===== config.mk =====
export PLATFORM = sky130hd
export DESIGN_NAME = serial_tx_flat
export DESIGN_NICKNAME = d
export VERILOG_FILES = /design/src/rtl/serial_pkg.sv /design/src/rtl/serial_tx_if.sv /design/src/rtl/tx_fifo.sv /design/src/rtl/serial_tx.sv /design/src/flat_wrapper.sv
export SDC_FILE = /design/constraint.sdc
export NUM_CORES = 1
export LEC_CHECK = 0
export ABC_AREA = 1
export ABC_CLOCK_PERIOD_IN_PS = 6600
export CAP_MARGIN = 5
export CORE_UTILIZATION = 40
export CTS_CLUSTER_DIAMETER = 30
export DETAILED_ROUTE_END_ITERATION = 16
export GPL_ROUTABILITY_DRIVEN = 1
export PLACE_DENSITY_LB_ADDON = 0.2
export SLEW_MARGIN = 15
export SYNTH_ARGS = -nofsm -noshare
export SYNTH_HDL_FRONTEND = slang
export SYNTH_HIERARCHICAL = 1
export SYNTH_SLANG_ARGS = --single-unit

===== constraint.sdc =====
create_clock -name clk -period 6.6 [get_ports clk]
set_input_delay 1.65 -clock clk [delete_from_list [all_inputs] [get_ports clk]]
set_output_delay 1.65 -clock clk [all_outputs]
set_load 0.03 [all_outputs]

===== src/rtl/serial_pkg.sv =====
// serial_tx shared types: FSM states, data width, bit-period helper.
// UART_TX_PARITY_EN adds the PARITY state (even parity bit).
package serial_pkg;

  localparam int DATA_W = 8;

`ifdef UART_TX_PARITY_EN
  typedef enum logic [2:0] {
    IDLE, START, DATA, PARITY, STOP
  } state_t;
`else
  typedef enum logic [2:0] {
    IDLE, START, DATA, STOP
  } state_t;
`endif

  // clk cycles per bit, rounded to nearest
  function automatic int calc_div(
    input int clkrate,
    input int baudrate
  );
    return (clkrate + baudrate / 2) / baudrate;
  endfunction

endpackage


===== src/rtl/serial_tx_if.sv =====
// Byte valid/ready link into serial_tx.
// master: tx_data, tx_valid out, tx_ready in; slave: reverse.
interface serial_tx_if;
  import serial_pkg::*;

  logic [DATA_W-1:0] tx_data;
  logic              tx_valid;
  logic              tx_ready;

  modport master (
    output tx_data,
    output tx_valid,
    input  tx_ready
  );

  modport slave (
    input  tx_data,
    input  tx_valid,
    output tx_ready
  );

endinterface


===== src/rtl/tx_fifo.sv =====
// Synchronous FIFO, registered storage, DEPTH a power of 2.
// Ports: clk, rst, push/din, pop/dout, full, empty.
module tx_fifo #(
  parameter int WIDTH = 8,
  parameter int DEPTH = 4
) (
  input  logic             clk,
  input  logic             rst,
  input  logic             push,
  input  logic [WIDTH-1:0] din,
  input  logic             pop,
  output logic [WIDTH-1:0] dout,
  output logic             full,
  output logic             empty
);

  localparam int AW = $clog2(DEPTH);
  localparam logic [AW:0] FULL_CNT = (AW + 1)'(DEPTH);

  logic [WIDTH-1:0] mem [DEPTH];
  logic [AW-1:0]    wr_ptr;
  logic [AW-1:0]    rd_ptr;
  logic [AW:0]      count;

  assign dout  = mem[rd_ptr];
  assign full  = (count == FULL_CNT);
  assign empty = (count == '0);

  always_ff @(posedge clk) begin
    if (push) begin
      mem[wr_ptr] <= din;
    end
  end

  always_ff @(posedge clk) begin
    if (rst) begin
      wr_ptr <= '0;
      rd_ptr <= '0;
      count  <= '0;
    end else begin
      if (push) begin
        wr_ptr <= wr_ptr + 1'b1;
      end
      if (pop) begin
        rd_ptr <= rd_ptr + 1'b1;
      end
      if (push && !pop) begin
        count <= count + 1'b1;
      end else if (pop && !push) begin
        count <= count - 1'b1;
      end
    end
  end

endmodule


===== src/rtl/serial_tx.sv =====
// UART transmitter: byte FIFO feeding an 8N1/8N2 framer on sdo.
// Ports: clk, rst, tx (serial_tx_if.slave), sdo, busy. UART_TX_PARITY_EN: 8E1/8E2.
module serial_tx
  import serial_pkg::*;
#(
  parameter int CLKRATE    = 3_579_545,
  parameter int BAUDRATE   = 9600,
  parameter int FIFO_DEPTH = 4,
  parameter int STOP_BITS  = 1
) (
  input  logic        clk,
  input  logic        rst,
  serial_tx_if.slave  tx,
  output logic        sdo,
  output logic        busy
);

  localparam int DIV      = calc_div(CLKRATE, BAUDRATE);
  localparam int STOP_LEN = STOP_BITS * DIV;
  localparam int CW       = $clog2(STOP_LEN);
  localparam logic [CW-1:0] BIT_LOAD  = CW'(DIV - 1);
  localparam logic [CW-1:0] STOP_LOAD = CW'(STOP_LEN - 1);

  state_t            state_q, state_d;
  logic [CW-1:0]     cnt_q, cnt_d;
  logic [2:0]        idx_q, idx_d;
  logic [DATA_W-1:0] shreg_q, shreg_d;
  logic              sdo_q, sdo_d;
  logic              rdy_q;
  logic              push, pop, start_frame;
  logic              full, empty, tick;
  logic [DATA_W-1:0] fifo_dout;
`ifdef UART_TX_PARITY_EN
  logic              par_q, par_d;
`endif

  assign tx.tx_ready = rdy_q && !full;
  assign push = tx.tx_valid && tx.tx_ready;
  assign sdo  = sdo_q;
  assign busy = (state_q != IDLE) || !empty;
  assign tick = (cnt_q == '0);

  tx_fifo #(
    .WIDTH (DATA_W),
    .DEPTH (FIFO_DEPTH)
  ) u_fifo (
    .clk   (clk),
    .rst   (rst),
    .push  (push),
    .din   (tx.tx_data),
    .pop   (pop),
    .dout  (fifo_dout),
    .full  (full),
    .empty (empty)
  );

  always_comb begin
    state_d     = state_q;
    cnt_d       = tick ? cnt_q : cnt_q - 1'b1;
    idx_d       = idx_q;
    shreg_d     = shreg_q;
    sdo_d       = sdo_q;
    pop         = 1'b0;
    start_frame = 1'b0;
`ifdef UART_TX_PARITY_EN
    par_d       = par_q;
`endif
    unique case (state_q)
      IDLE: begin
        sdo_d = 1'b1;
        start_frame = !empty;
      end
      START: begin
        if (tick) begin
          state_d = DATA;
          idx_d   = '0;
          sdo_d   = shreg_q[0];
          shreg_d = shreg_q >> 1;
          cnt_d   = BIT_LOAD;
        end
      end
      DATA: begin
        if (tick && idx_q == 3'd7) begin
`ifdef UART_TX_PARITY_EN
          state_d = PARITY;
          sdo_d   = par_q;
          cnt_d   = BIT_LOAD;
`else
          state_d = STOP;
          sdo_d   = 1'b1;
          cnt_d   = STOP_LOAD;
`endif
        end else if (tick) begin
          idx_d   = idx_q + 1'b1;
          sdo_d   = shreg_q[0];
          shreg_d = shreg_q >> 1;
          cnt_d   = BIT_LOAD;
        end
      end
`ifdef UART_TX_PARITY_EN
      PARITY: begin
        if (tick) begin
          state_d = STOP;
          sdo_d   = 1'b1;
          cnt_d   = STOP_LOAD;
        end
      end
`endif
      STOP: begin
        // back-to-back frames: no idle gap
        if (tick) begin
          start_frame = !empty;
          state_d     = IDLE;
        end
      end
      default: begin
        state_d = IDLE;
        sdo_d   = 1'b1;
      end
    endcase
    if (start_frame) begin
      pop     = 1'b1;
      state_d = START;
      shreg_d = fifo_dout;
      sdo_d   = 1'b0;
      cnt_d   = BIT_LOAD;
`ifdef UART_TX_PARITY_EN
      par_d   = ^fifo_dout;
`endif
    end
  end

  always_ff @(posedge clk) begin
    if (rst) begin
      state_q <= IDLE;
      cnt_q   <= '0;
      idx_q   <= '0;
      shreg_q <= '0;
      sdo_q   <= 1'b1;
      rdy_q   <= 1'b0;
`ifdef UART_TX_PARITY_EN
      par_q   <= 1'b0;
`endif
    end else begin
      state_q <= state_d;
      cnt_q   <= cnt_d;
      idx_q   <= idx_d;
      shreg_q <= shreg_d;
      sdo_q   <= sdo_d;
      rdy_q   <= 1'b1;
`ifdef UART_TX_PARITY_EN
      par_q   <= par_d;
`endif
    end
  end

endmodule


===== src/flat_wrapper.sv =====
// flat-port wrapper written by rule: the top's interface ports become plain ports
module serial_tx_flat import serial_pkg::*;
#(
  parameter int CLKRATE    = 3_579_545,
  parameter int BAUDRATE   = 9600,
  parameter int FIFO_DEPTH = 4,
  parameter int STOP_BITS  = 1
)
  (clk, rst, sdo, busy, tx_tx_data, tx_tx_valid, tx_tx_ready);
  serial_tx_if tx_i ();
  input  logic clk;
  input  logic rst;
  output logic sdo;
  output logic busy;
  input wire logic [$bits(tx_i.tx_data)-1:0] tx_tx_data;
  input wire logic [$bits(tx_i.tx_valid)-1:0] tx_tx_valid;
  output wire logic [$bits(tx_i.tx_ready)-1:0] tx_tx_ready;
  assign tx_i.tx_data = tx_tx_data;
  assign tx_i.tx_valid = tx_tx_valid;
  assign tx_tx_ready = tx_i.tx_ready;
  serial_tx #(.CLKRATE(CLKRATE), .BAUDRATE(BAUDRATE), .FIFO_DEPTH(FIFO_DEPTH), .STOP_BITS(STOP_BITS)) u_core (.clk(clk), .rst(rst), .tx(tx_i), .sdo(sdo), .busy(busy));
endmodule

=== Yosys cells after proc, flatten, opt, wreduce, memory -nomap -nowiden ===
Memory sizes are Yosys's and may differ from the RTL's. A register that Yosys moved wholly into a read port is not among the register bits.
Cells that the tools add are included.

* Register bits after elaboration: 32
* Memory bits (writable): 32
* Output and inout bits: 3
* Word-level logic and storage cells: 88
* Memories: 1

{| class="wikitable"
|+ Memory list
! memory !! words !! width !! read ports !! clocked after Yosys merged registers in !! write ports !! RTL line !! text
|-
| u_core.u_fifo.mem || 4 || 8 || 1 || 1 || 1 || tx_fifo.sv:20 || <nowiki>logic [WIDTH-1:0] mem [DEPTH];</nowiki>
|}

* Add/subtract/negate cells: 6
* Eq/ne operators: 16
* Mux-type cells: 31
* Bitwise operators: 1
* Reductions and logical operators: 22

{| class="wikitable"
|+ Operator list
! cell !! count
|-
| $mux 9 || 4
|-
| $mux 8 || 3
|-
| $mux 3 || 7
|-
| $pmux 9 s2 || 1
|-
| $pmux 8 s2 || 1
|-
| $ne 2x1->1 const B || 6
|-
| $pmux 3 s4 || 1
|-
| $reduce_and 4->1 || 3
|-
| $logic_not 9->1 || 1
|-
| $mux 1 || 9
|-
| $ne 3x1->1 const B || 3
|-
| $sub 9x1->9 const B || 1
|-
| $add 3x1->3 const B || 2
|-
| $eq 3x2->1 const B || 2
|-
| $eq 3x3->1 const B || 2
|-
| $logic_not 3->1 || 2
|-
| $pmux 3 s2 || 1
|-
| $reduce_bool 3->1 || 2
|-
| $logic_and 1x1->1 || 5
|-
| $add 2x1->2 const B || 2
|-
| $logic_not 1->1 || 4
|-
| $mux 2 || 2
|-
| $reduce_bool 2->1 || 2
|-
| $eq 3x1->1 const B || 1
|-
| 9 further kinds || 9
|}

=== Depth between registers and ports, before layout ===
Gate-level depths: netlist of the first run.

* Word-level depth: 8
* Gate-level depth with buffers: 17

=== By module ===
The synthesis of the first run kept the hierarchy.

{| class="wikitable"
|+ By module, submodules not included
! module !! times used !! cells each !! area an instance (um^2) !! seq. area each (um^2)
|-
| tx_fifo || 1 || 134 || 1639.1 || 1141.1
|-
| serial_tx || 1 || 192 || 1390.1 || 480.5
|}

=== Worst setup path before layout of the first run ===
Ideal clock, no wire load.

* Path type: input to register
* From: in tx_tx_valid
* To: reg u_core.u_fifo.count[2]
* Arrival: 3.018 ns
* Slack: 3.472 ns
* Cell stages on the path: 10
* Path buffers: 0
* Cell sequence: nor3b_1 -> ha_1 -> inv_1 -> fa_1 -> inv_1 -> nand2_1 -> nand3_1 -> nand2_1 -> inv_1 -> nor2_1

* Cells in the longest elaborated chain, start to end: 4

{| class="wikitable"
|+ Ends and longest elaborated chain
! item !! RTL line !! text
|-
| start: declaration || flat_wrapper.sv:16 || <nowiki>input wire logic [$bits(tx_i.tx_valid)-1:0] tx_tx_valid;</nowiki>
|-
| $logic_and 1x1->1 (*) || serial_tx.sv:38 || <nowiki>assign push = tx.tx_valid && tx.tx_ready;</nowiki>
|-
| $logic_not 1->1 || tx_fifo.sv:49 || <nowiki>end else if (pop && !push) begin</nowiki>
|-
| $logic_and 1x1->1 || tx_fifo.sv:49 ||
|-
| $reduce_bool 2->1 (no line) || -- ||
|-
| end signal: assignment || tx_fifo.sv:48 || <nowiki>count <= count + 1'b1;</nowiki>
|-
| end signal: assignment || tx_fifo.sv:50 || <nowiki>count <= count - 1'b1;</nowiki>
|-
| end: declaration || tx_fifo.sv:23 || <nowiki>logic [AW:0] count;</nowiki>
|}

Every way passes the cells marked *; elsewhere a longest branch is shown, timed or not.
A chain may end at the register's enable or synchronous reset.

=== Worst setup path in the final report of the first run ===
* From: reg u_core.state_q[0]
* To: out busy

* Cells in the longest elaborated chain, start to end: 2

{| class="wikitable"
|+ Ends and longest elaborated chain
! item !! RTL line !! text
|-
| start: declaration || serial_tx.sv:24 || <nowiki>state_t state_q, state_d;</nowiki>
|-
| start signal: assignment || serial_tx.sv:145 || <nowiki>state_q <= state_d;</nowiki>
|-
| $reduce_bool 3->1 || serial_tx.sv:40 || <nowiki>assign busy = (state_q != IDLE) || !empty;</nowiki>
|-
| $logic_or 1x1->1 || serial_tx.sv:40 ||
|-
| end: declaration || flat_wrapper.sv:14 || <nowiki>output logic busy;</nowiki>
|}

Every way passes these cells.

==> flow_metrics.py, run 1 <==
metrics = {
    "run_status": {
        "status": "completed",
    },
    "clock_network": {
        "clock_latency_ns": 0.35,
        "cts_buffers": 9,
        "cts_tree": "built",
        "ctsResizeCount": 0,
        "ctsRootBufferMaster": "clkbuf_8",
        "cts_hold_buf": 0,
        "cts_buffer_depth": 2,
        "clock_sinks": 65,
        "clk_pin_slew_ns": 0.07,
        "htreeDepth": 3,
        "post-cts-setup-buffers": 0,
    },
    "detailed_routing": {
        "firstDrtPassIters": 4,
        "vias_per_cell": 4.92,
        "drc": 0,
        "finalWirelength_microns": 5750,
        "drtAntennaViolNets": 0,
        "wire_per_inst_microns": 12.9,
        "dr_total_vias": 2200,
        "drt_iter0_drc": 61,
    },
    "synth": {
        "netlist_top_cells_area": "edfxtp_1 32%, dfxtp_1 22%, nand2_1 5.8%, ha_1 5.4%, nor2_1 5.1%",
        "syn_avg_cell_area_sq_um": 9.29,
        "synth_edf_count": 32,
        "synth_area_leader_cell": "edfxtp_1",
        "yosysUniqueCellTypes": 35,
        "synth.most_common_cell": "nand2_1",
        "synth-main-ff-cell": "dfxtp_1",
        "synthArstFlopShare": 0,
        "ys_ff_latch": 65,
        "synthesis.nets": 351,
        "synth_top_area_frac": 0.317,
        "yosys-top-cells-count": "47 x nand2_1, 41 x nor2_1, 38 x inv_1, 33 x dfxtp_1, 32 x edfxtp_1",
        "synth_fa_ha_area_frac": 0.0603,
        "synth_compound_area_frac": 0.109,
        "synth-simple-area-share": 0.205,
        "synth_mux_area_frac": 0,
        "netlist_area_sq_um": 3030,
        "synth_xor_area_frac": 0.0202,
        "syn-instance-count": 326,
        "synth_top_family_by_area": "simple AND/OR/NAND/NOR gates",
        "ys_warn_count": 6,
        "yosysSeqAreaShare": 0.535,
    },
    "floorplanning": {
        "rows": 31,
        "core-area_sq_um": 7290,
        "start_util": 0.415,
        "die_h_microns": 89.0,
        "die_width_microns": 89.0,
        "pin_count": 14,
        "die_area_sq_um": 7920,
    },
    "final_layout": {
        "layout-drive-gt1-share": 0.0920,
        "finalNonFillerCells": 447,
        "num_antenna_cells": 0,
        "area_delta_synth_final_pct": 12.1,
        "layout.nets": 368,
        "fin_area_sq_um": 3400,
        "num-fill-cells": 763,
    },
    "worst_setup_path": {
        "crit_arrival_ns": 1.83,
        "cp-start-kind": "register",
        "path_class": "reg -> out",
        "critPathCaptureType": "primary output",
        "path_max_fanout": 4,
        "critical_path_required_ns": 4.95,
    },
    "global_routing": {
        "grt_pass1_wl_microns": 9470,
        "grt_pass1_vias": 2035,
        "overflow": 0,
        "grt_max_degree": 19,
        "antenna_found_initial": 0,
        "grt_usage": 0.166,
    },
    "sta": {
        "report.final.slew_viol_count": 0,
        "rsz0062_at_grt": "no",
        "max_freq_mhz": 287,
        "tightest_slew_ns": 0.661,
        "period_share": 0.527,
        "whs_ns": 0.457,
        "relSlewSlack": 0.558,
        "hold_viol": 0,
        "fin_skew_ns": 0.00955,
        "setup_violations": 0,
        "fin_setup_tns_ns": 0,
        "period_minus_slack_ns": 3.48,
    },
    "min_path": {
        "hp-class": "reg -> reg",
    },
    "placement": {
        "placed_cells": 431,
        "hpwl_microns": 3980,
        "dpl-instance-area_sq_um": 3220,
        "gp_congestion": 0.755,
        "io_buffer_count": 13,
    },
    "power_and_ir_drop": {
        "vdd_drop_max_mv": 0.159,
        "p_per_area_nw_per_um2": 455,
        "finalPower_uw": 1550,
        "p_leak_uw": 0.00139,
    },
    "flow_run": {
        "drv_cap": 0,
    },
}
==> flip-flops by register name, summed over array words and instances, names as in the netlist, 2 cells and up, named ones only <==
register / cells
u_core/idx_q: 3
u_core/u_fifo/wr_ptr: 2
u_core/u_fifo/rd_ptr: 2
u_core/u_fifo/count: 3
u_core/state_q: 2
u_core/u_fifo/mem: 32
u_core/cnt_q: 9
u_core/shreg_q: 8
==> where the power goes <==
group | switching [uW] | internal, uW | total, uW
combinational | 434 | 250 | 684
sequential | 61.5 | 507 | 568
clock | 157 | 137 | 295
total | 653 | 894 | 1550
==> cells in the final DEF (no fill, tap or decap), types with 6 or more instances in the layout <==
| cell type | synthesis | layout |
|---|---|---|
| nor3_1 | 6 | 6 |
| nor2_1 | 41 | 41 |
| edfxtp_1 | 32 | 32 |
| dfxtp_1 | 33 | 33 |
| a21oi_1 | 11 | 11 |
| clkdlybuf4s50_1 | 0 | 13 |
| ha_1 | 13 | 13 |
| clkbuf_8 | 0 | 9 |
| o22ai_1 | 8 | 8 |
| inv_1 | 38 | 38 |
| o21ai_0 | 23 | 23 |
| nand3_1 | 28 | 28 |
| nand2_1 | 47 | 47 |
==> final timing paths <==
| kind | from | to | slack [ns] | cells past startpoint |
|---|---|---|---|---|
| max | u_core/state_q[0]$_SDFFE_PP0P_ | busy | 3.12 | 4 |
| min | u_core/u_fifo/rd_ptr[1]$_SDFFE_PP0P_ | register | 0.46 | 1 |
| max reg2reg | u_core/state_q[0]$_SDFFE_PP0P_ | u_core/u_fifo/count[1]$_SDFFE_PP0P_ | 3.65 | 10 |
| min reg2reg | u_core/u_fifo/rd_ptr[1]$_SDFFE_PP0P_ | register | 0.46 | 1 |
==> kinds of logic (layout without fill, tap and decap cells) <==
group	count (synthesis)	after routing
adder cells (fa/ha/maj)	14	14
buffers and inverters	47	69
AO/OA/AOI/OAI	56	56
flip-flops	65	65
AND/OR/NAND/NOR	137	137
XOR/XNOR	7	7
==> metal layers <==
layer	GRT usage	share of wire
met1	0.188	0.45
met2	0.286	0.50
met3	0.0526	0.032
met4	0.0779	0.017
met5	0	0
==> stage by stage <==
| step | worst slack [ns] | util |
|---|---|---|
| 2_1_floorplan | 3.47 | - |
| 3_3_place_gp | 2.82 | 0.442 |
| 3_5_place_dp | 2.78 | 0.442 |
| 4_1_cts | 3.09 | 0.466 |
| 5_1_grt | 2.96 | 0.466 |
| 6_report | 3.12 | 0.466 |
==> area by class of cell <==
cell class                      instances  area, sq um  area share
Sequential cell                        65         1620       0.478
Multi-Input combinational cell        214         1200       0.353
Inverter                               40          150      0.0442
Timing Repair Buffer                   13          130      0.0383
Clock buffer                           10          128      0.0376
Tap cell                               99          124      0.0365
Clock inverter                          6         45.0      0.0133
==> critical path, cell delays in order, from the launching register on <==
cell and delay, ns:
dfxtp_1 0.40, inv_1 0.09, ha_1 0.23, nand2_1 0.09
clkdlybuf4s50_1 0.66
Note: power is estimated with default switching activity, not from simulation.
==> inputs of run 2 (changes only) <==
Settings changed: ABC_CLOCK_PERIOD_IN_PS 6600 to 3150.
Clock period 6.6 ns to 3.15 ns, I/O delays scaled along.
==> run 2 against run 1 <==
Effect of this change: sequential power increased by 110%; first-iteration DRC count increased by 77%; flip-flop and latch count unchanged; critical path type unchanged; largest cell class unchanged.
==> flow_metrics.py, run 2 (synthesis results as in run 1) <==
metrics = {
    "global_routing": {
        "grt_usage": 0.165,
        "antenna_found_initial": 0,
        "grt_max_degree": 19,
        "grt_pass1_vias": 2016,
        "overflow": 0,
        "grt_pass1_wl_microns": 9520,
    },
    "sta": {
        "tightest_slew_ns": 0.551,
        "fin_setup_tns_ns": 0,
        "period_share": 0.812,
        "relSlewSlack": 0.632,
        "hold_viol": 0,
        "setup_violations": 0,
        "rsz0062_at_grt": "no",
        "report.final.slew_viol_count": 0,
        "max_freq_mhz": 391,
        "fin_skew_ns": 0.00826,
        "period_minus_slack_ns": 2.56,
    },
    "worst_setup_path": {
        "path_class": "reg -> out",
        "crit_arrival_ns": 1.77,
        "rr_worst_depth": 10,
        "path_max_fanout": 4,
        "rrSetupSlack_ns": 0.63,
        "crit_path_end": "busy",
        "timing.rr.end": "u_core/u_fifo/count[1]$_SDFFE_PP0P_",
        "critPathLaunch": "u_core/state_q[0]$_SDFFE_PP0P_",
        "cp-start-kind": "register",
        "critical_path_required_ns": 2.36,
        "critPathCaptureType": "primary output",
        "rr_startpoint": "u_core/state_q[0]$_SDFFE_PP0P_",
    },
    "clock_network": {
        "cts_buffer_depth": 2,
        "ctsRootBufferMaster": "clkbuf_8",
        "clock_latency_ns": 0.34,
        "cts_hold_buf": 0,
        "post-cts-setup-buffers": 0,
        "clk_pin_slew_ns": 0.07,
        "clock_sinks": 65,
        "cts_buffers": 9,
        "cts_tree": "built",
        "ctsResizeCount": 0,
        "htreeDepth": 3,
    },
    "floorplanning": {
        "start_util": 0.415,
        "die_h_microns": 89.0,
        "die_width_microns": 89.0,
        "die_area_sq_um": 7920,
        "core-area_sq_um": 7290,
        "pin_count": 14,
        "rows": 31,
    },
    "placement": {
        "io_buffer_count": 13,
        "hpwl_microns": 3990,
        "gp_congestion": 0.800,
        "placed_cells": 434,
    },
    "final_layout": {
        "largest_reg_flops": 32,
        "layout.nets": 371,
        "top_regs": "u_core/u_fifo/mem x32, u_core/cnt_q x9, u_core/shreg_q x8",
        "finalNonFillerCells": 450,
        "multi_input_area_sq_um": 1200,
        "regArea_sq_um": 1620,
        "layout-drive-gt1-share": 0.0997,
        "final_cell_mix": "47 x nand2_1, 41 x nor2_1, 38 x inv_1",
        "num_antenna_cells": 0,
        "final_common_cell": "nand2_1",
        "largest-register": "u_core/u_fifo/mem",
        "num-fill-cells": 746,
        "area_delta_synth_final_pct": 13.8,
        "post-route-util": 0.473,
    },
    "detailed_routing": {
        "drt_iter0_drc": 108,
        "firstDrtPassIters": 4,
        "finalWirelength_microns": 5790,
        "drtAntennaViolNets": 0,
        "dr.max_layer_used": "met4",
        "vias_per_cell": 4.84,
        "wire_per_inst_microns": 12.9,
        "wl_met3_microns": 197,
        "drc": 0,
        "wl_met2_microns": 2890,
        "wl_met1_microns": 2620,
        "dr_total_vias": 2177,
    },
    "power_and_ir_drop": {
        "finalPower_uw": 3360,
        "p_per_area_nw_per_um2": 976,
        "vdd_drop_max_mv": 0.368,
        "p_leak_uw": 0.00143,
    },
    "flow_run": {
        "drv_cap": 0,
    },
    "min_path": {
        "hp-class": "reg -> reg",
    },
    "run_status": {
        "status": "completed",
    },
}
## run 2: layer usage
layer,GRT usage,up-vias
li1,-,1138
met1,0.192,1001
met2,0.279,30
met3,0.0609,8
met4,0.0649,0
met5,0,-
## run 2: critical path, stage by stage, from the launching register on
cell	delay, ns
dfxtp_1	0.38
inv_1	0.08
ha_1	0.23
nand2_1	0.09
clkdlybuf4s50_1	0.67
## run 2: worst min path at each step
stage	cells after the start	endpoint	startpoint	slack, ns
global route	1	register	u_core/u_fifo/rd_ptr[1]$_SDFFE_PP0P_	0.46
floorplan	1	register	u_core/u_fifo/rd_ptr[1]$_SDFFE_PP0P_	0.41
finish	1	u_core/u_fifo/rd_ptr[1]$_SDFFE_PP0P_	u_core/u_fifo/rd_ptr[1]$_SDFFE_PP0P_	0.43
CTS	1	u_core/u_fifo/rd_ptr[1]$_SDFFE_PP0P_	u_core/u_fifo/rd_ptr[1]$_SDFFE_PP0P_	0.44
global placement	1	register	u_core/u_fifo/rd_ptr[1]$_SDFFE_PP0P_	0.42
detailed placement	1	register	u_core/u_fifo/rd_ptr[1]$_SDFFE_PP0P_	0.43
## run 2: layout make-up
| type | instances | area share |
|---|---|---|
| Clock buffer | 9 | 0.0359 |
| Clock inverter | 7 | 0.0221 |
| Timing Repair Buffer | 16 | 0.0443 |
| Inverter | 40 | 0.0436 |
| Multi-Input combinational cell | 214 | 0.347 |
| Sequential cell | 65 | 0.471 |
| Tap cell | 99 | 0.0359 |
## run 2: power breakdown
part	internal, uW	leakage, uW	switching (uW)
Clock	372	0.0000983	340
Sequential	1060	0.000562	132
Combinational	539	0.000765	918
Total	1970	0.00143	1390
## run 2: metrics by stage
step,area [sq um],hold slack (ns),worst slack [ns]
floorplan,3030,0.412,0.791
global route,3450,0.460,0.482
detailed placement,3250,0.428,0.499
global placement,3250,0.425,0.578
finish,3450,0.434,0.592
CTS,3450,0.437,0.560
==> inputs of run 3 (changes only) <==
Settings changed: ABC_CLOCK_PERIOD_IN_PS 3150 to 2500.
Clock period 3.15 ns to 2.5 ns, I/O delays scaled along.
==> run 3 against run 2 <==
Effect of this change: highest routed layer unchanged; critical path depth rose by 8; final cell count rose by 0.67%; cell area rose by 0.73%; non-clock buffer count rose by 3; flip-flop and latch count did not move; combinational power rose by 29%; critical path type is now reg -> reg; register-to-register slack got worse by 0.40 ns; via count rose by 0.78%; largest cell class unchanged; die area did not move.
==> flow_metrics.py, run 3 (synthesis results as in run 1) <==
metrics = {
    "detailed_routing": {
        "wire_per_inst_microns": 12.7,
        "drc": 0,
        "dr_total_vias": 2194,
        "finalWirelength_microns": 5750,
        "firstDrtPassIters": 4,
        "drtAntennaViolNets": 0,
        "drt_iter0_drc": 133,
        "vias_per_cell": 4.84,
    },
    "sta": {
        "setup_violations": 0,
        "relSlewSlack": 0.694,
        "fin_setup_tns_ns": 0,
        "fin_ws_ns": 0.230,
        "period_minus_slack_ns": 2.27,
        "rsz0062_at_grt": "no",
        "hold_viol": 0,
        "fin_skew_ns": 0.0117,
        "report.final.slew_viol_count": 0,
        "max_freq_mhz": 441,
        "period_share": 0.908,
        "tightest_slew_ns": 0.459,
    },
    "final_layout": {
        "layout.nets": 374,
        "largest_reg_flops": 32,
        "layout-drive-gt1-share": 0.110,
        "top_regs": "u_core/u_fifo/mem x32, u_core/cnt_q x9, u_core/shreg_q x8",
        "final_common_cell": "nand2_1",
        "area_delta_synth_final_pct": 14.6,
        "largest-register": "u_core/u_fifo/mem",
        "num_antenna_cells": 0,
        "final_cell_mix": "47 x nand2_1, 41 x nor2_1, 38 x inv_1",
    },
    "global_routing": {
        "overflow": 0,
        "antenna_found_initial": 0,
        "grt_usage": 0.167,
        "grt_max_degree": 19,
        "grt_pass1_wl_microns": 9630,
        "grt_pass1_vias": 2069,
    },
    "run_status": {
        "status": "completed",
    },
    "worst_setup_path": {
        "rrSetupSlack_ns": 0.23,
        "timing.rr.end": "u_core/u_fifo/count[1]$_SDFFE_PP0P_",
        "path_class": "reg -> reg",
        "critPathLaunch": "u_core/cnt_q[0]$_SDFF_PP0_",
        "path_max_fanout": 5,
        "crit_arrival_ns": 2.51,
        "rr_startpoint": "u_core/cnt_q[0]$_SDFF_PP0_",
        "rr_worst_depth": 12,
        "cp-start-kind": "register",
        "critPathCaptureType": "register",
        "critical_path_required_ns": 2.74,
    },
    "floorplanning": {
        "pin_count": 14,
        "rows": 31,
        "die_h_microns": 89.0,
        "die_area_sq_um": 7920,
        "start_util": 0.415,
        "die_width_microns": 89.0,
        "core-area_sq_um": 7290,
    },
    "placement": {
        "hpwl_microns": 3930,
        "place_ws_ns": 0.0688,
        "io_buffer_count": 13,
        "gp_congestion": 0.787,
    },
    "min_path": {
        "hold_start": "u_core/u_fifo/rd_ptr[1]$_SDFFE_PP0P_",
        "min_to": "u_core/u_fifo/rd_ptr[1]$_SDFFE_PP0P_",
        "hold_path_depth": 1,
        "hp-class": "reg -> reg",
    },
    "clock_network": {
        "clk_pin_slew_ns": 0.07,
        "clock_sinks": 65,
        "cts_buffers": 9,
        "ctsRootBufferMaster": "clkbuf_8",
        "cts_tree": "built",
        "cts_buffer_depth": 2,
        "clock_latency_ns": 0.35,
        "htreeDepth": 3,
    },
    "power_and_ir_drop": {
        "p_per_area_nw_per_um2": 1230,
        "vdd_drop_max_mv": 0.498,
        "p_leak_uw": 0.00145,
    },
    "flow_run": {
        "drv_cap": 0,
    },
}
## run 3: what timing repair did
action | 4_1_cts | 5_1_grt
endpoints found under the setup margin | 0 | 1
endpoints found under the hold margin | 0 | 0
resized for setup | 0 | 1
setup buffers | 0 | 0
hold buffers | 0 | 0
## run 3: critical path, stage by stage (launching register included)
cell and delay, ns:
dfxtp_1 0.31, inv_1 0.09, ha_1 0.22, nand2_2 0.10, nor2_4 0.21, nand3_4 0.11
a21boi_2 0.16, inv_1 0.07, ha_1 0.19, inv_1 0.08, fa_1 0.40, o21ai_0 0.17
nor2_1 0.05
## run 3: power breakdown
part           internal (uW)  switching, uW
logic                    711           1170
clock network            468            443
registers               1340            156
## run 3: metal layers
| layer | vias up | GRT usage | part of all wire |
|---|---|---|---|
| met2 | 31 | 0.273 | 0.48 |
| met5 | - | 0 | 0 |
| li1 | 1147 | - | - |
| met3 | 7 | 0.0554 | 0.039 |
| met1 | 1009 | 0.204 | 0.47 |
| met4 | 0 | 0.0649 | 0.015 |
## run 3: how the worst max path moves through the flow
stage                                                endpoint  slack, ns  cells past startpoint
after detailed placement  u_core/u_fifo/count[2]$_SDFFE_PP0P_       0.07                     11
after CTS                                                busy       0.05                      4
after global placement    u_core/u_fifo/count[2]$_SDFFE_PP0P_       0.12                     11
final                     u_core/u_fifo/count[1]$_SDFFE_PP0P_       0.23                     12
after global routing      u_core/u_fifo/count[1]$_SDFFE_PP0P_       0.04                     12
after floorplan           u_core/u_fifo/count[1]$_SDFFE_PP0P_       0.14                     11
## run 3: area by class of cell
type / count / area, sq um
Fill cell: 740 / 3820
Clock buffer: 9 / 124
Timing Repair Buffer: 19 / 178
Tap cell: 99 / 124
Inverter: 40 / 150
Multi-Input combinational cell: 214 / 1200
Sequential cell: 65 / 1620
Clock inverter: 7 / 76.3
## run 3: stage by stage
step                cells  power, uW  cell area [sq um]  utilization  hold slack (ns)
floorplan             326       3010               3030            -            0.412
global placement      437       3370               3270        0.448            0.425
detailed placement    437       3400               3270        0.448            0.429
CTS                   453       4320               3470        0.476            0.445
global route          453       4650               3470        0.476            0.462
finish                453       4290               3470        0.476            0.440
